--- src/rtl/tx_move_arbiter.sv ---
// rtl/tx_move_arbiter.sv - round-robin arbiter sharing one move transmitter among NUM_REQ sources
module tx_move_arbiter #(
  parameter int NUM_REQ       = 2,
  parameter int MOVE_W        = 22,
  parameter int GAP_CYCLES    = 16,
  parameter int START_TIMEOUT = 8
) (
  input  logic                       clock,
  input  logic                       reset,
  input  logic [NUM_REQ-1:0]         req,
  input  logic [NUM_REQ*MOVE_W-1:0]  move_bus,
  output logic [NUM_REQ-1:0]         ack,
  output logic                       tx_start,
  output logic [MOVE_W-1:0]          tx_move,
  input  logic                       tx_idle,
  output logic                       busy,
  output logic [$clog2(NUM_REQ)-1:0] grant_id,
  output logic                       timeout_err
);

  localparam int IDW  = $clog2(NUM_REQ);
  localparam int TMAX = (GAP_CYCLES > START_TIMEOUT) ? GAP_CYCLES : START_TIMEOUT;
  localparam int TW   = $clog2(TMAX) + 1;

  typedef enum logic [2:0] {
    IDLE      = 3'd0,
    ISSUE     = 3'd1,
    WAIT_BUSY = 3'd2,
    WAIT_IDLE = 3'd3,
    ACK       = 3'd4,
    GAP       = 3'd5
  } state_t;

  state_t         state;
  state_t         next_state;
  logic [TW-1:0]  timer;
  logic [IDW-1:0] last;
  logic [IDW-1:0] pick_id;
  logic           pick_valid;
  logic           start_expired;
  logic           gap_done;

  // Lowest requester above last wins; otherwise wrap to the lowest requester overall.
  always_comb begin
    pick_valid = |req;
    pick_id    = '0;
    for (int i = NUM_REQ - 1; i >= 0; i--) begin
      if (req[i]) pick_id = IDW'(i);
    end
    for (int i = NUM_REQ - 1; i >= 0; i--) begin
      if (req[i] && (i > int'(last))) pick_id = IDW'(i);
    end
  end

  assign start_expired = (timer == TW'(START_TIMEOUT - 1));
  assign gap_done      = (timer == TW'(GAP_CYCLES - 1));

  always_comb begin
    next_state = state;
    case (state)
      IDLE:      if (pick_valid && tx_idle) next_state = ISSUE;
      ISSUE:     next_state = WAIT_BUSY;
      WAIT_BUSY: begin
        if (!tx_idle)          next_state = WAIT_IDLE;
        else if (start_expired) next_state = ACK;
      end
      WAIT_IDLE: if (tx_idle) next_state = ACK;
      ACK:       next_state = GAP;
      GAP:       if (gap_done) next_state = IDLE;
      default:   next_state = IDLE;
    endcase
  end

  always_ff @(posedge clock or negedge reset) begin
    if (!reset) begin
      state       <= IDLE;
      timer       <= '0;
      last        <= IDW'(NUM_REQ - 1);
      grant_id    <= '0;
      tx_move     <= '0;
      timeout_err <= 1'b0;
    end else begin
      state <= next_state;
      case (state)
        IDLE: begin
          if (pick_valid && tx_idle) begin
            grant_id <= pick_id;
            tx_move  <= move_bus[int'(pick_id)*MOVE_W +: MOVE_W];
          end
        end
        ISSUE: timer <= '0;
        WAIT_BUSY: begin
          // A transmitter that never leaves idle is treated as having dropped the message.
          if (tx_idle) begin
            if (start_expired) timeout_err <= 1'b1;
            else               timer       <= timer + TW'(1);
          end
        end
        ACK: begin
          last  <= grant_id;
          timer <= '0;
        end
        GAP: timer <= timer + TW'(1);
        default: ;
      endcase
    end
  end

  always_comb begin
    ack = '0;
    if (state == ACK) ack[grant_id] = 1'b1;
  end

  assign tx_start = (state == ISSUE);
  assign busy     = (state != IDLE);

endmodule

--- config.mk ---
export PLATFORM = sky130hd
export DESIGN_NAME = tx_move_arbiter
export DESIGN_NICKNAME = d
export VERILOG_FILES = /design/src/rtl/tx_move_arbiter.sv
export SDC_FILE = /design/constraint.sdc
export NUM_CORES = 1
export LEC_CHECK = 0
export ABC_AREA = 1
export CAP_MARGIN = 20
export CORE_ASPECT_RATIO = 0.6
export CORE_MARGIN = 4
export CORE_UTILIZATION = 42
export DETAILED_ROUTE_END_ITERATION = 8
export GPL_TIMING_DRIVEN = 0
export PLACE_DENSITY_LB_ADDON = 0.15
export SLEW_MARGIN = 30
export SYNTH_ARGS = -nofsm -noshare
export SYNTH_HDL_FRONTEND = slang
export SYNTH_SLANG_ARGS = --single-unit
--- constraint.sdc ---
create_clock -name clock -period 1.7 [get_ports clock]
set_input_delay 0.17 -clock clock [delete_from_list [all_inputs] [get_ports clock]]
set_output_delay 0.17 -clock clock [all_outputs]
set_load 0.01 [all_outputs]
# Word level (Yosys, flattened, before mapping)
# Cells that the tools add are included.
[op_classes] n_addsub=1 n_mul=1 magnitude_cmp=3 n_eq_ne=13 n_shift=1 muxes=15 n_reduce_logical=12
[ops] op="indexed part select 44 x 7 -> 22 bit" n=1
[ops] op="case mux 3 bit (6 select lines)" n=1
[ops] op="two-way mux 3 bit" n=5
[ops] op="case mux 5 bit (3 select lines)" n=1
[ops] op="two-way mux 5 bit" n=2
[ops] op="!= test 2 bit (second input constant)" n=5
[ops] op="equality test 3 x 2 -> 1 bit (second input constant)" n=2
[ops] op="equality test 3 bit (second input constant)" n=2
[ops] op="AND reduction 3 bit" n=2
[ops] op="nonzero test 3 bit" n=2
[ops] op="adder 5 x 1 -> 5 bit (second input constant)" n=1
[ops] op="equality test 5 x 3 -> 1 bit (second input constant)" n=1
[ops] op="equality test 5 x 4 -> 1 bit (second input constant)" n=1
[ops] op="multiplier 1 x 4 -> 5 bit (second input constant)" n=1
[ops] op="two-way mux 1 bit" n=4
[ops] op="AND reduction 4 bit" n=1
[ops] op="OR reduction 2 bit" n=2
[ops] op="equality test 3 x 1 -> 1 bit (second input constant)" n=1
[ops] op="logical AND 1 bit" n=3
[ops] op="logical NOT 3 bit" n=1
[ops] op="!= test 3 bit (second input constant)" n=1
[ops] op="< comparator 1 x 2 -> 1 bit (second input constant)" n=1
[ops] op="two-way mux 2 bit" n=1
[ops] op="AND reduction 2 bit" n=1
[ops] op="3 further kinds" n=3
[totals] reg_bits=33 in_bits=49

# Longest topological paths before layout
[depth] word_depth=5 mapped_depth=10 depth_no_buf=10

# Least setup slack after synthesis
# No wires, ideal clock.
[synth_path] path_kind="reg-to-reg" start="register timer[0]" end="register state[0]" setup_ns=0.120 arrival_ns=1.218 required_time_ns=1.580 slack_ns=0.363 path_stages_with_launch=11 period_less_slack_ns=1.337 path_cell_list="dfrtp_1 > ha_1 > nand2_1 > nor2_1 > ha_1 > inv_1 > nand2_1 > nor2_1 > nor2_1 > nand4_1 > nand2_1"
[synth_via] elab_chain_cells=3 elab_cells_between_ends=5
[synth_rtl] item="start: declaration" line_no="36" text="logic [TW-1:0] timer;"
[synth_rtl] item="start signal: assignment" line_no="96" text="else timer <= timer + TW'(1);"
[synth_rtl] item="start signal: assignment" line_no="103" text="GAP: timer <= timer + TW'(1);"
[synth_rtl] item="equality test 5 x 3 -> 1 bit / equality test 5 x 4 -> 1 bit (equally long branches)" line_no="55, 56"
[synth_rtl] item="!= test 3 bit (no line) / != test 2 bit (equally long branches)"
[synth_rtl] item="AND reduction 4 bit (no line) (*)"
[synth_rtl] item="end signal: assignment" line_no="83" text="state <= next_state;"
[synth_rtl] item="end: declaration" line_no="34" text="state_t state;"
# Every way passes the cells marked *; elsewhere a longest branch is shown, timed or not.
# A chain may end at the register's enable or synchronous reset.

# Final worst setup path
[layout_path] start="register state[0]" end="output port busy"
[layout_via] elab_chain_cells=1
[layout_rtl] item="nonzero test 3 bit" line_no="115" text="assign busy = (state != IDLE);"
[layout_rtl] item="end: declaration" line_no="16" text="output logic busy,"
# No other way between the ends.

==> results.cfg <==
[grt]
antenna_found_initial = 0
grt_use_met2_pct = 28.15
top_usage_layer = met2
grt.total_usage_pct = 19.54
met3_usage_pct = 6.218
met1_usage_pct = 28.04
grt_pass1_wl_mm = 8.169
grt_pass1_vias = 1682
grt-ovfl-total = 0
grt_max_degree = 24

[pwr]
switching_share_pct = 39.80
power.internal_mw = 2.563
vdd_drop_max_uv = 740.7
power.density_nw_per_um2 = 1534
p_clk_share_pct = 13.1
switching_power_mw = 1.694
power_frac_comb_pct = 53.5
pwr-share-seq_pct = 33.5
p_leak_nw = 1.207

[sta]
fin_crit_ns = 1.635
hold_slack_ns = 0.3001
hold_viol = 0
tightest_slew_ns = 0.5236
worst_clock_skew_ns = 0.005398
min_period_over_period_pct = 96.18
max_slew_margin_pct = 65.10
fmax_ghz = 0.6116
setup_viol = 0
grt_setup_unrepaired = false
timing.final.max_slew_violations = 0

[final_layout]
mostFrequentLayoutCell = clkdlybuf4s50_1
diodes = 0
ff_latch_area_sq_um = 829.5
nets = 349
drive_above_1_share_pct = 17.73
multi_input_area_sq_um = 872.1
synthToLayoutAreaGrowth_pct = 52.23
fillers = 368
post-route-util_pct = 66.97
layout_common_cells = clkdlybuf4s50_1, nand2_1, dfrtp_1

[critical_path]
crit_buf_inv = 1
critical_path.max_fanout = 6
path_class = reg2out
reg2reg_slack_ns = 0.22
max_stage_delay_ns = 0.48
path_cells = nor2_4 > nand2_4 > clkdlybuf4s50_1
arrival_ns = 1.47
cp-end-kind = output pin
worstPathRequired_ns = 1.53
cp_slowest_cell = clkdlybuf4s50_1
critPathTopFamily = buffers and inverters
crit_path_start_kind = flop

[synth]
yosys.area_share.xor_xnor_pct = 0.4804
synth_seq_cells = 33
synth_compound_area_share_pct = 25.94
syn_area_sq_um = 1823
synth_cell_types = 24
synth_top_family_by_area = compound AO/OA/AOI/OAI gates
synth_nets = 264
yosysSeqAreaShare_pct = 45.37
syn-mean-instance-area_sq_um = 8.559
synthAdderAreaFrac_pct = 1.373
synthMuxAreaShare_pct = 0
synth_cells = 213
synth_warnings = 0
synth-simple-area-share_pct = 19.77

[clock_network]
cts_tree = yes
cts.htree.levels = 2
insertion_delay_ns = 0.28
cts-root-buf = clkbuf_8
clockBufferDepth = 2
cts_setup_buffers = 0
cts_buffers = 5
clk_pin_slew_ns = 0.07
cts_num_sinks = 33

[drt]
drc = 0
vias = 1804
drtPass1Iterations = 4
via_per_inst = 5.025
wl_per_cell_um = 14.39
routed_wl_mm = 5.167
postRouteAntennaNets = 0
first_iter_violations = 109

[hold_path]
hold_class = in2async

[floorplanning]
row_count = 18
dieArea_sq_um = 5493
start_util_pct = 43.99
dieWidth_um = 93.06
core_area_sq_um = 4144
boundaryPins = 77
die_h_um = 59.03

[placed_design]
gp_congestion = 0.8359
dp_hpwl_mm = 3.947
io_buffers = 76

[flow_run]
cap_violations = 0

[run_status]
status = completed
[synth_stat cells, drive strengths merged]
master,number,area (sq um)
a21oi,25,125.1
a31o,1,8.760
buf,6,58.80
clkbuf,4,15.01
dfrtp,32,800.8
dfstp,1,26.28
ha,2,25.02
inv,14,55.05
nand2,46,192.7
nand3,11,55.05
nand4,1,6.260
nor2,20,106.4
o21ai,49,339.1
xor2,1,8.760
[power by group through the flow]
stage,clock network [mW],logic (mW),registers (mW)
after global routing,0.620,2.51,1.47
after detailed placement,0,2.29,1.42
after floorplan,0,1.17,1.52
final,0.556,2.28,1.42
after CTS,0.576,2.29,1.41
after global placement,0,2.24,1.41
[state kept, by name, indices dropped and copies added, names as in the netlist]
register,cells
tx_move,22
grant_id,1
timer,5
timeout_err,1
state,3
last,1
[cells by family after synthesis]
| logic type | Yosys count |
|---|---|
| xor gates and xnor gates | 1 |
| adders and majority gates | 2 |
| buffers and inverters | 24 |
| DFF | 33 |
| AOI/OAI and AO/OA | 75 |
| and+or+nand+nor | 78 |
[worst paths after layout]
| check | start | cells after the start | endpoint |
|---|---|---|---|
| setup reg to reg | timer[0] | 10 | state[0] |
| hold reg to reg | timeout_err | 1 | timeout_err |
| hold / removal | reset | 2 | grant_id |
| max in group asynchronous | reset | 3 | tx_move[16] |
| setup / recovery | state[0] | 3 | busy |
| min in group clock | timeout_err | 1 | timeout_err |
[layout make-up]
class / instances / area share (%)
Timing Repair Buffer: 78 / 28.45
Inverter: 14 / 1.984
Sequential cell: 33 / 29.89
Buffer: 10 / 2.660
Clock buffer: 8 / 2.885
Multi-Input combinational cell: 156 / 31.42
Tap cell: 60 / 2.705
[through the flow]
step           power [mW]  cell area, sq um  TNS, ns  std cells  setup slack (ns)
2_1_floorplan       2.689              1823        0        213            0.3628
3_3_place_gp        3.653              2659   -8.009        349           -0.2523
3_5_place_dp        3.708              2681        0        350           0.06568
4_1_cts             4.281              2769        0        359           0.02112
5_1_grt             4.598              2775        0        359          0.004198
6_report            4.257              2775        0        359           0.06488
[metal layers]
metal / part of all wire, % / wire [um]
met1: 50 / 2566
met2: 42 / 2159
met3: 7.3 / 379
met4: 1.2 / 62
met5: 0 / 0
[repair_timing]
action / 4_1_cts / 5_1_grt
setup endpoints to repair: 3 / 3
hold buffers: 1 / 0
hold endpoints to repair: 9 / 0
resized for setup: 4 / 3
No activity file was read; power rests on OpenSTA's default activity.
